===== config.mk =====
export PLATFORM = sky130hd
export DESIGN_NAME = mem_access_stage
export DESIGN_NICKNAME = d
export VERILOG_FILES = /design/src/rtl/mips_mem_pkg.sv /design/src/rtl/mem_access_stage_load_align.sv /design/src/rtl/mem_access_stage.sv
export SDC_FILE = /design/constraint.sdc
export NUM_CORES = 1
export LEC_CHECK = 0
export ABC_AREA = 0
export CORE_MARGIN = 2
export CORE_UTILIZATION = 48
export DETAILED_ROUTE_END_ITERATION = 8
export GPL_TIMING_DRIVEN = 0
export PLACE_DENSITY = 0.89
export SKIP_CTS_REPAIR_TIMING = 1
export SLEW_MARGIN = 20
export SYNTH_ARGS = -nofsm -noshare
export SYNTH_HDL_FRONTEND = slang
export SYNTH_HIERARCHICAL = 1
export SYNTH_SLANG_ARGS = --single-unit
export TNS_END_PERCENT = 20

===== constraint.sdc =====
create_clock -name clk -period 3.45 [get_ports clk]
set_input_delay 0.69 -clock clk [delete_from_list [all_inputs] [get_ports clk]]
set_output_delay 0.69 -clock clk [all_outputs]
set_load 0.02 [all_outputs]

===== src/rtl/mips_mem_pkg.sv =====
// -----------------------------------------------------------------------------
// mips_mem_pkg
// Shared definitions for the MEM pipeline stage: access-size encodings, the
// bus FSM state type, EX_M bit positions, and helpers that derive the
// alignment check, byte enables and lane-replicated store data from
// (size, lane).
// -----------------------------------------------------------------------------
package mips_mem_pkg;

    localparam logic [1:0] SZ_BYTE = 2'b00;
    localparam logic [1:0] SZ_HALF = 2'b01;
    localparam logic [1:0] SZ_WORD = 2'b10;

    // Bit positions inside EX_M
    localparam int M_READ  = 1;
    localparam int M_WRITE = 0;

    typedef enum logic [1:0] {
        IDLE  = 2'b00,
        BUSY  = 2'b01,
        DONE  = 2'b10,
        ABORT = 2'b11
    } state_t;

    // Half needs an even address, word (and the reserved code) needs 4-byte
    // alignment; bytes are always aligned.
    function automatic logic is_aligned(input logic [1:0] size, input logic [1:0] lane);
        logic ok;
        case (size)
            SZ_BYTE: ok = 1'b1;
            SZ_HALF: ok = ~lane[0];
            SZ_WORD: ok = (lane == 2'b00);
            default: ok = (lane == 2'b00);
        endcase
        return ok;
    endfunction

    function automatic logic [3:0] byte_en(input logic [1:0] size, input logic [1:0] lane);
        logic [3:0] be;
        case (size)
            SZ_BYTE: be = 4'b0001 << lane;
            SZ_HALF: be = 4'b0011 << lane;
            SZ_WORD: be = 4'b1111;
            default: be = 4'b1111;
        endcase
        return be;
    endfunction

    // Store data is replicated across every lane so the memory only has to
    // honour the byte enables.
    function automatic logic [31:0] store_data(input logic [1:0] size, input logic [31:0] wd);
        logic [31:0] d;
        case (size)
            SZ_BYTE: d = {4{wd[7:0]}};
            SZ_HALF: d = {2{wd[15:0]}};
            SZ_WORD: d = wd;
            default: d = wd;
        endcase
        return d;
    endfunction

endpackage


===== src/rtl/mem_access_stage_load_align.sv =====
// -----------------------------------------------------------------------------
// load_align
// Combinational load-data aligner: selects the byte or halfword at the given
// lane of a little-endian 32-bit read word and sign- or zero-extends it.
// Word (and reserved) sizes pass the read word through unchanged.
//   rdata       in  32  raw word from the data memory
//   lane        in   2  byte offset of the access (address[1:0])
//   size        in   2  access size encoding
//   is_unsigned in   1  1 = zero-extend, 0 = sign-extend
//   data        out 32  aligned, extended load value
// -----------------------------------------------------------------------------
module load_align
    import mips_mem_pkg::*;
(
    input  logic [31:0] rdata,
    input  logic [1:0]  lane,
    input  logic [1:0]  size,
    input  logic        is_unsigned,
    output logic [31:0] data
);

    logic [31:0]        shifted;
    logic signed [7:0]  byte_val;
    logic signed [15:0] half_val;

    // Move the addressed lane down to bit 0
    assign shifted = rdata >> {lane, 3'b000};

    always_comb begin
        byte_val = shifted[7:0];
        half_val = shifted[15:0];
        case (size)
            SZ_BYTE: data = is_unsigned ? {24'h0, byte_val} : {{24{byte_val[7]}}, byte_val};
            SZ_HALF: data = is_unsigned ? {16'h0, half_val} : {{16{half_val[15]}}, half_val};
            default: data = rdata;
        endcase
    end

endmodule


===== src/rtl/mem_access_stage.sv =====
// -----------------------------------------------------------------------------
// mem_access_stage
// MEM pipeline stage between EX/MEM and MEM/WB. Runs loads/stores over a
// req/ack data-memory bus with variable latency, stalls upstream stages
// while an access is outstanding, and emits bubbles to MEM/WB (which has no
// enable) during stall cycles. Misaligned accesses and bus timeouts kill the
// instruction and raise a one-cycle pulse.
//   clk, rst          clock (rising edge), async active-low reset
//   EX_M              [1]=MemRead [0]=MemWrite (both set -> store)
//   EX_size           00 byte, 01 half, 10 word, 11 treated as word
//   EX_unsigned       zero-extend loads
//   EX_WB, EX_rd      writeback control / destination register
//   EX_aluResult      effective address, also passed through
//   EX_writeData      right-justified store data
//   dm_req/we/addr/be/wdata  registered memory request fields
//   dm_rdata, dm_ack  read data and one-cycle completion
//   stall             combinational hold for PC/IF/ID/EX/MEM
//   misalign, bus_err registered one-cycle error pulses
//   MEM_WB, MEM_rd, MEM_data, MEM_address  to MEM/WB register
// -----------------------------------------------------------------------------
module mem_access_stage
    import mips_mem_pkg::*;
#(
    parameter int TIMEOUT = 255,
    parameter int CNT_W   = 16
) (
    input  logic        clk,
    input  logic        rst,
    input  logic [1:0]  EX_M,
    input  logic [1:0]  EX_size,
    input  logic        EX_unsigned,
    input  logic [1:0]  EX_WB,
    input  logic [4:0]  EX_rd,
    input  logic [31:0] EX_aluResult,
    input  logic [31:0] EX_writeData,
    output logic        dm_req,
    output logic        dm_we,
    output logic [31:0] dm_addr,
    output logic [3:0]  dm_be,
    output logic [31:0] dm_wdata,
    input  logic [31:0] dm_rdata,
    input  logic        dm_ack,
    output logic        stall,
    output logic        misalign,
    output logic        bus_err,
    output logic [1:0]  MEM_WB,
    output logic [4:0]  MEM_rd,
    output logic [31:0] MEM_data,
    output logic [31:0] MEM_address
);

    state_t             state;
    state_t             state_nx;
    logic [CNT_W-1:0]   cnt;
    logic [31:0]        load_q;

    // Access attributes latched at request time so load extraction does not
    // depend on the upstream register holding steady.
    logic [1:0]         req_lane;
    logic [1:0]         req_size;
    logic               req_uns;
    logic               req_load;

    logic               mem_op;
    logic               is_store;
    logic [1:0]         lane;
    logic               aligned;
    logic               timeout_hit;
    logic [31:0]        align_data;

    assign mem_op      = EX_M[M_READ] | EX_M[M_WRITE];
    assign is_store    = EX_M[M_WRITE];
    assign lane        = EX_aluResult[1:0];
    assign aligned     = is_aligned(EX_size, lane);
    assign timeout_hit = (cnt == CNT_W'(TIMEOUT - 1));

    load_align u_load_align (
        .rdata       (dm_rdata),
        .lane        (req_lane),
        .size        (req_size),
        .is_unsigned (req_uns),
        .data        (align_data)
    );

    always_ff @(posedge clk or negedge rst) begin
        if (!rst) begin
            state <= IDLE;
        end else begin
            state <= state_nx;
        end
    end

    always_comb begin
        state_nx    = state;
        stall       = 1'b0;
        MEM_WB      = EX_WB;
        MEM_rd      = EX_rd;
        MEM_data    = 32'h0;
        MEM_address = EX_aluResult;
        case (state)
            IDLE: begin
                if (mem_op) begin
                    // Either a killed misaligned access or the first bubble
                    MEM_WB = 2'b00;
                    MEM_rd = 5'd0;
                    if (aligned) begin
                        stall    = 1'b1;
                        state_nx = BUSY;
                    end
                end
            end
            BUSY: begin
                stall  = 1'b1;
                MEM_WB = 2'b00;
                MEM_rd = 5'd0;
                // An ack on the final count still completes the access
                if (dm_ack) begin
                    state_nx = DONE;
                end else if (timeout_hit) begin
                    state_nx = ABORT;
                end
            end
            DONE: begin
                MEM_data = load_q;
                state_nx = IDLE;
            end
            ABORT: begin
                MEM_WB   = 2'b00;
                MEM_rd   = 5'd0;
                state_nx = IDLE;
            end
            default: state_nx = IDLE;
        endcase
    end

    always_ff @(posedge clk or negedge rst) begin
        if (!rst) begin
            dm_req   <= 1'b0;
            dm_we    <= 1'b0;
            dm_addr  <= 32'h0;
            dm_be    <= 4'h0;
            dm_wdata <= 32'h0;
            misalign <= 1'b0;
            bus_err  <= 1'b0;
            load_q   <= 32'h0;
            cnt      <= '0;
            req_lane <= 2'b00;
            req_size <= 2'b00;
            req_uns  <= 1'b0;
            req_load <= 1'b0;
        end else begin
            misalign <= 1'b0;
            bus_err  <= 1'b0;
            case (state)
                IDLE: begin
                    if (mem_op && !aligned) begin
                        misalign <= 1'b1;
                    end else if (mem_op) begin
                        dm_req   <= 1'b1;
                        dm_we    <= is_store;
                        dm_addr  <= {EX_aluResult[31:2], 2'b00};
                        dm_be    <= byte_en(EX_size, lane);
                        dm_wdata <= store_data(EX_size, EX_writeData);
                        cnt      <= '0;
                        req_lane <= lane;
                        req_size <= EX_size;
                        req_uns  <= EX_unsigned;
                        req_load <= ~is_store;
                    end
                end
                BUSY: begin
                    if (dm_ack) begin
                        dm_req <= 1'b0;
                        load_q <= req_load ? align_data : 32'h0;
                    end else if (timeout_hit) begin
                        dm_req  <= 1'b0;
                        bus_err <= 1'b1;
                    end else begin
                        cnt <= cnt + 1'b1;
                    end
                end
                default: ;
            endcase
        end
    end

endmodule


**Word-level counts from Yosys, hierarchy flattened**

Cells that the tools add are included.

- Word-level logic and storage cells: 83
- Input bits: 111
- Flip-flop bits (word level): 126
- Output and inout port bits: 144

- Shift operators: 3
- Multiplexer cells: 35
- Eq/ne operators: 12
- Bitwise gates (word level): 4
- Add/subtract/negate cells: 1
- Reductions and logical operators: 14

Operator list:

| cell | number |
|---|---|
| 2-to-1 mux 32 bit | 4 |
| case mux 32 bit (2 select lines) | 2 |
| 2-to-1 mux 16 bit | 4 |
| case mux 16 bit (2 select lines) | 1 |
| right shift 32 x 5 -> 16 bit | 1 |
| adder 16 x 1 -> 16 bit (second input constant) | 1 |
| == test 16 x 8 -> 1 bit (second input constant) | 1 |
| 2-to-1 mux 1 bit | 11 |
| 2-to-1 mux 2 bit | 5 |
| inequality test 2 bit (second input constant) | 5 |
| case mux 5 bit (2 select lines) | 1 |
| logical NOT 2 bit | 4 |
| case mux 4 bit (2 select lines) | 1 |
| == test 2 x 1 -> 1 bit (second input constant) | 3 |
| case mux 1 bit (2 select lines) | 3 |
| case mux 2 bit (3 select lines) | 1 |
| AND reduction 3 bit | 2 |
| 2-to-1 mux 5 bit | 1 |
| AND reduction 5 bit | 1 |
| == test 2 bit (second input constant) | 2 |
| case mux 2 bit (2 select lines) | 1 |
| AND reduction 4 bit | 1 |
| OR reduction 2 bit | 2 |
| left shift 1 x 2 -> 4 bit (first input constant) | 1 |
| 8 further kinds | 10 |

**Depth between registers and ports, before layout**

- Word-level depth: 6
- Gate-level depth with buffers: 8
- Depth with buffers taken out: 6

**By module**

Netlist, hierarchy kept.

Modules (own cells, without submodules):

| module | instances | area each (um^2) | cells an instance | sequential area each (um^2) |
|---|---|---|---|---|
| mem_access_stage | 1 | 6043.3 | 670 | 3153.0 |
| load_align | 1 | 740.7 | 113 | 0.0 |

**Least setup slack after synthesis**

Ideal clock, no wire load.

- Path kind: input -> output
- Start: in EX_aluResult[0]
- End: out stall
- Buffers on the path: 1
- Data required time: 2.760 ns
- Data arrival time: 1.584 ns
- Stages on the path: 4
- Setup slack: 1.176 ns
- Path through: clkbuf_1 -> o21ai_1 -> o211ai_1 -> a21oi_1

- Longest elaborated chain between the ends: 5
- Elaborated cells between the ends (all ways): 6
- Those cells by class: 4 x mux; 1 x bitwise; 1 x reduce/logical

RTL lines:

| element | RTL line | text |
|---|---|---|
| start: declaration | mem_access_stage.sv:34 | `input logic [31:0] EX_aluResult,` |
| logical NOT 2 bit or NOT 1 bit (tied branches) | mips_mem_pkg.sv:32, mips_mem_pkg.sv:33, mips_mem_pkg.sv:31 |  |
| case mux 1 bit (2 select lines) (*) | mips_mem_pkg.sv:29 | `case (size)` |
| 2-to-1 mux 1 bit (*) | mem_access_stage.sv:106 | `if (aligned) begin` |
| 2-to-1 mux 1 bit (*) | mem_access_stage.sv:102 | `if (mem_op) begin` |
| case mux 1 bit (2 select lines) (*) | mem_access_stage.sv:100 | `case (state)` |
| end: declaration | mem_access_stage.sv:43 | `output logic stall,` |

Mark *: on every way between the ends. The rest lies on a longest branch, timed or not.

**Worst setup path in the final report**

- Start: in EX_M[0]
- End: out MEM_rd[4]

- Longest elaborated chain between the ends: 3

RTL lines:

| element | RTL line | text |
|---|---|---|
| start: declaration | mem_access_stage.sv:29 | `input logic [1:0] EX_M,` |
| bitwise OR 1 bit | mem_access_stage.sv:71 | `assign mem_op = EX_M[M_READ] \| EX_M[M_WRITE];` |
| 2-to-1 mux 5 bit | mem_access_stage.sv:102 |  |
| case mux 5 bit (2 select lines) | mem_access_stage.sv:100 |  |
| end: declaration | mem_access_stage.sv:47 | `output logic [4:0] MEM_rd,` |

Every way passes these cells.

==> impl_metrics.prom <==
# TYPE chip_impl_metric gauge
chip_impl_info{name="outcome",value="complete, no violations"} 1
chip_impl_metric{name="grt.met1_usage",unit="%"} 33.14
chip_impl_metric{name="p_per_area",unit="nW/um^2"} 630.4
chip_impl_info{name="cell_with_the_largest_stage_delay_on_the_worst_path",value="clkdlybuf4s50_1"} 1
chip_impl_metric{name="detailroute.via_count",unit=""} 6692
chip_impl_info{name="post_synth_most_frequent_cells",value="268 x nand2_1, 126 x dfrtp_1, 69 x o21ai_0, 41 x and2_1, 38 x mux2i_1"} 1
chip_impl_info{name="rsz_0062_raised_after_global_routing",value="no"} 1
chip_impl_metric{name="seq_area_frac_synth",unit="%"} 46.48
chip_impl_metric{name="edff_count_synth",unit=""} 0
chip_impl_metric{name="crit_arrival",unit="ns"} 2.55
chip_impl_metric{name="synth.yosys.warnings",unit=""} 6
chip_impl_metric{name="power.static_leakage",unit="nW"} 4.561
chip_impl_metric{name="die_h",unit="um"} 122.9
chip_impl_metric{name="asyncSetResetFlopFracSynth",unit="%"} 100.0
chip_impl_metric{name="clock-sinks",unit=""} 126
chip_impl_metric{name="achievable-frequency",unit="MHz"} 308.8
chip_impl_metric{name="final_nets",unit=""} 1168
chip_impl_metric{name="setup_slack",unit="ns"} 0.2121
chip_impl_info{name="class_of_the_worst_hold_path",value="primary input to asynchronous set/reset pin"} 1
chip_impl_metric{name="post-route-period-util",unit="%"} 93.85
chip_impl_metric{name="routed_wirelength",unit="um"} 20760
chip_impl_metric{name="grt_overflow_total",unit=""} 0
chip_impl_metric{name="period_needed",unit="ns"} 3.238
chip_impl_metric{name="synthesis.area_per_instance",unit="sq um"} 8.664
chip_impl_metric{name="drt_pass1_iterations",unit=""} 5
chip_impl_metric{name="grt_util_met2",unit="%"} 47.13
chip_impl_info{name="dominantRegCellSynth",value="dfrtp_1"} 1
chip_impl_info{name="synthMostInstantiatedCell",value="nand2_1"} 1
chip_impl_metric{name="clock_latency",unit="ns"} 0.41
chip_impl_metric{name="grt_first_pass_wirelength",unit="um"} 32520
chip_impl_info{name="synth.top_cells.by_area",value="dfrtp_1 46%, nand2_1 15%, mux2i_1 5.6%, o21ai_0 5.1%, buf_4 3.9%"} 1
chip_impl_info{name="critPathMostFrequentCell",value="clkdlybuf4s50_1"} 1
chip_impl_metric{name="floorplan.die.width",unit="um"} 122.9
chip_impl_metric{name="clock-skew-final",unit="ns"} 0.004642
chip_impl_metric{name="synthesis.area",unit="sq um"} 6784
chip_impl_metric{name="drc",unit=""} 0
chip_impl_metric{name="critical_path.n_buffers_inverters",unit=""} 2
chip_impl_info{name="criticalPathCategory",value="primary input to primary output"} 1
chip_impl_info{name="tritoncts",value="done"} 1
chip_impl_metric{name="cp.required",unit="ns"} 2.76
chip_impl_metric{name="final_cell_area",unit="sq um"} 10080
chip_impl_metric{name="port_buffers",unit=""} 251
chip_impl_metric{name="via_count_of_the_first_global_routing_pass",unit=""} 6580
chip_impl_metric{name="timing.final.max_slew_violations",unit=""} 0
chip_impl_metric{name="insertedDiodeCount",unit=""} 0
chip_impl_metric{name="dpl-instance-area",unit="sq um"} 9554
chip_impl_metric{name="floorplan.die_area",unit="sq um"} 15100
chip_impl_metric{name="placed_cells_incl_taps",unit=""} 1216
chip_impl_metric{name="fp.coreArea",unit="sq um"} 13830
chip_impl_metric{name="std_cell_rows",unit=""} 43
chip_impl_metric{name="finish.utilization",unit="%"} 72.93
chip_impl_metric{name="place.detailed.hpwl",unit="um"} 15370
chip_impl_info{name="endpoint_of_the_worst_slack_reg_to_reg_timing_path",value="load_q[8]"} 1
chip_impl_metric{name="pin_count_of_the_biggest_net_entering_global_routing",unit=""} 68
chip_impl_metric{name="route.detailed.wl_per_inst",unit="um"} 16.64
chip_impl_info{name="end_kind",value="primary output"} 1
chip_impl_metric{name="pre_cts_slack",unit="ns"} 0.2162
chip_impl_info{name="yosysTopAreaCell",value="dfrtp_1"} 1
chip_impl_metric{name="synthesis_to_layout_area_growth",unit="%"} 48.65
chip_impl_metric{name="gpl.final_weighted_congestion",unit=""} 0.9238
chip_impl_metric{name="rrSetupSlack",unit="ns"} 1.32
chip_impl_metric{name="synth_largest_type_area_fraction",unit="%"} 46.48
chip_impl_info{name="grt_busiest_layer",value="met2"} 1
chip_impl_metric{name="timing.final.setup_violations",unit=""} 0
chip_impl_info{name="worstPathCellList",value="clkdlybuf4s50_1, o21ba_2, nor2_1, and2_1, clkdlybuf4s50_1"} 1
chip_impl_metric{name="timing_worst_slew_pin_value",unit="ns"} 0.7030
chip_impl_info{name="crit_family",value="buffers and inverters"} 1
chip_impl_metric{name="drtAntennaViolNets",unit=""} 0
chip_impl_metric{name="htree_levels",unit=""} 4
chip_impl_metric{name="irDropWorstVdd",unit="mV"} 0.4172
chip_impl_metric{name="design.portCount",unit=""} 255
chip_impl_info{name="worstSetupStartpointType",value="primary input"} 1
chip_impl_metric{name="floorplan.initialDensity",unit="%"} 49.06
chip_impl_metric{name="crit_fanout",unit=""} 7
chip_impl_metric{name="cts_buffers",unit=""} 17
chip_impl_info{name="cell_at_the_root_of_the_clock_tree",value="clkbuf_16"} 1
chip_impl_metric{name="yosys.cell_types.count",unit=""} 59
chip_impl_metric{name="number_of_cells_produced_by_synthesis",unit=""} 783
chip_impl_metric{name="rr_worst_depth",unit=""} 6
chip_impl_metric{name="cts_buffer_depth",unit=""} 2
chip_impl_metric{name="fin_tns_setup",unit="ns"} 0
chip_impl_metric{name="max-slew-margin-rel",unit="%"} 52.48
chip_impl_metric{name="groute.layer.met3.usage",unit="%"} 7.807
chip_impl_metric{name="path_clk_slew",unit="ns"} 0.05
chip_impl_metric{name="gr-usage-all-layers",unit="%"} 27.97
chip_impl_metric{name="max_stage_delay",unit="ns"} 0.61
chip_impl_metric{name="number_of_antenna_violations_at_the_first_check_in_global_routing",unit=""} 0
chip_impl_metric{name="instances_no_fill",unit=""} 1247
chip_impl_info{name="rr_startpoint",value="req_lane[1]"} 1
chip_impl_metric{name="drive_gt1_share",unit="%"} 9.466
chip_impl_metric{name="vias_per_cell",unit=""} 5.366
chip_impl_metric{name="detail_route.iter0.violations",unit=""} 478
chip_impl_metric{name="maxCapViolations",unit=""} 0
chip_impl_metric{name="synth-seq-cells",unit=""} 126
chip_impl_metric{name="timing.final.hold_violations",unit=""} 0
## metrics by stage
step | power, mW | hold slack [ns]
global placement | 4.681 | 0.4532
finish | 6.358 | 0.2343
CTS | 6.374 | 0.2647
detailed placement | 4.748 | 0.4609
floorplan | 3.579 | 0.3944
global route | 6.711 | 0.2749
## cell usage in the layout (no fill, tap or decap), types with 7 or more instances in the layout
master           Yosys  final
nand3_1              7      7
or4_1                7      7
o211a_1              7      7
nor2_1               9      9
clkbuf_16            0     17
buf_4               35     35
o21ai_0             69     69
buf_2               16     16
dfrtp_1            126    126
clkdlybuf4s50_1      0    250
clkbuf_1            28     32
nand3b_1             7      7
o31ai_1             14     14
o21ai_1             11     11
a21oi_1             22     22
nand2_1            268    268
and2_1              41     41
mux2i_1             38     38
## power by group
group	switching (mW)	leakage [nW]	internal, mW	total (mW)
clock	0.623	0.259	0.984	1.61
sequential	0.267	1.62	1.92	2.19
combinational	1.42	2.68	1.14	2.56
total	2.31	4.56	4.05	6.36
## area by class of cell
type,count,area (sq um)
fillers,1008,3742
flip-flops and latches,126,3153
inverters,7,26.28
multi-input cells,567,3099
clock inverters,6,35.03
well taps,180,225.2
clock buffers,25,495.5
plain buffers,84,509.2
repair buffers,252,2541
## kinds of logic (layout without fill, tap and decap cells)
group | after synthesis | after routing | share of synthesized area, %
compound gates | 150 | 150 | 13.69
mux | 40 | 40 | 6.105
fa+ha+maj | 2 | 2 | 0.3688
flops | 126 | 126 | 46.48
buf+inv | 91 | 374 | 7.894
simple gates | 372 | 372 | 25.29
xor+xnor | 1 | 1 | 0.1291
other cells | 1 | 2 | 0.05528
## per-layer routing
metal,up-vias,wire (um),part of all wire (%)
li1,3157,-,-
met1,3168,8020,39
met2,317,10180,49
met3,50,1842,8.9
met4,0,711,3.4
met5,-,0,0
## registers in the layout, indices dropped and copies added, names as in the netlist, 2 cells and up
register,count
dm_wdata,32
load_q,32
req_size,2
dm_addr,30
cnt,16
state,2
req_lane,2
dm_be,4
## worst max-delay path by stage
stage | from | endpoint | slack [ns] | cells past startpoint
floorplan | EX_aluResult[0] | stall | 1.18 | 4
global placement | rst | load_q[9] | -3.19 | 1
detailed placement | EX_M[0] | MEM_rd[4] | 0.22 | 5
CTS | EX_M[0] | MEM_rd[4] | 0.22 | 5
global route | EX_aluResult[1] | stall | 0.13 | 5
finish | EX_M[0] | MEM_rd[4] | 0.21 | 5
## worst reg2reg max path: cells and delay by family (launching register included)
family | cells | cell delay (ns)
AND/OR/NAND/NOR | 1 | 0.11
buffers and inverters | 1 | 0.17
flip-flops | 1 | 0.36
AO/OA/AOI/OAI | 3 | 0.77
multiplexers | 1 | 0.59
No activity file was read; power rests on OpenSTA's default activity.
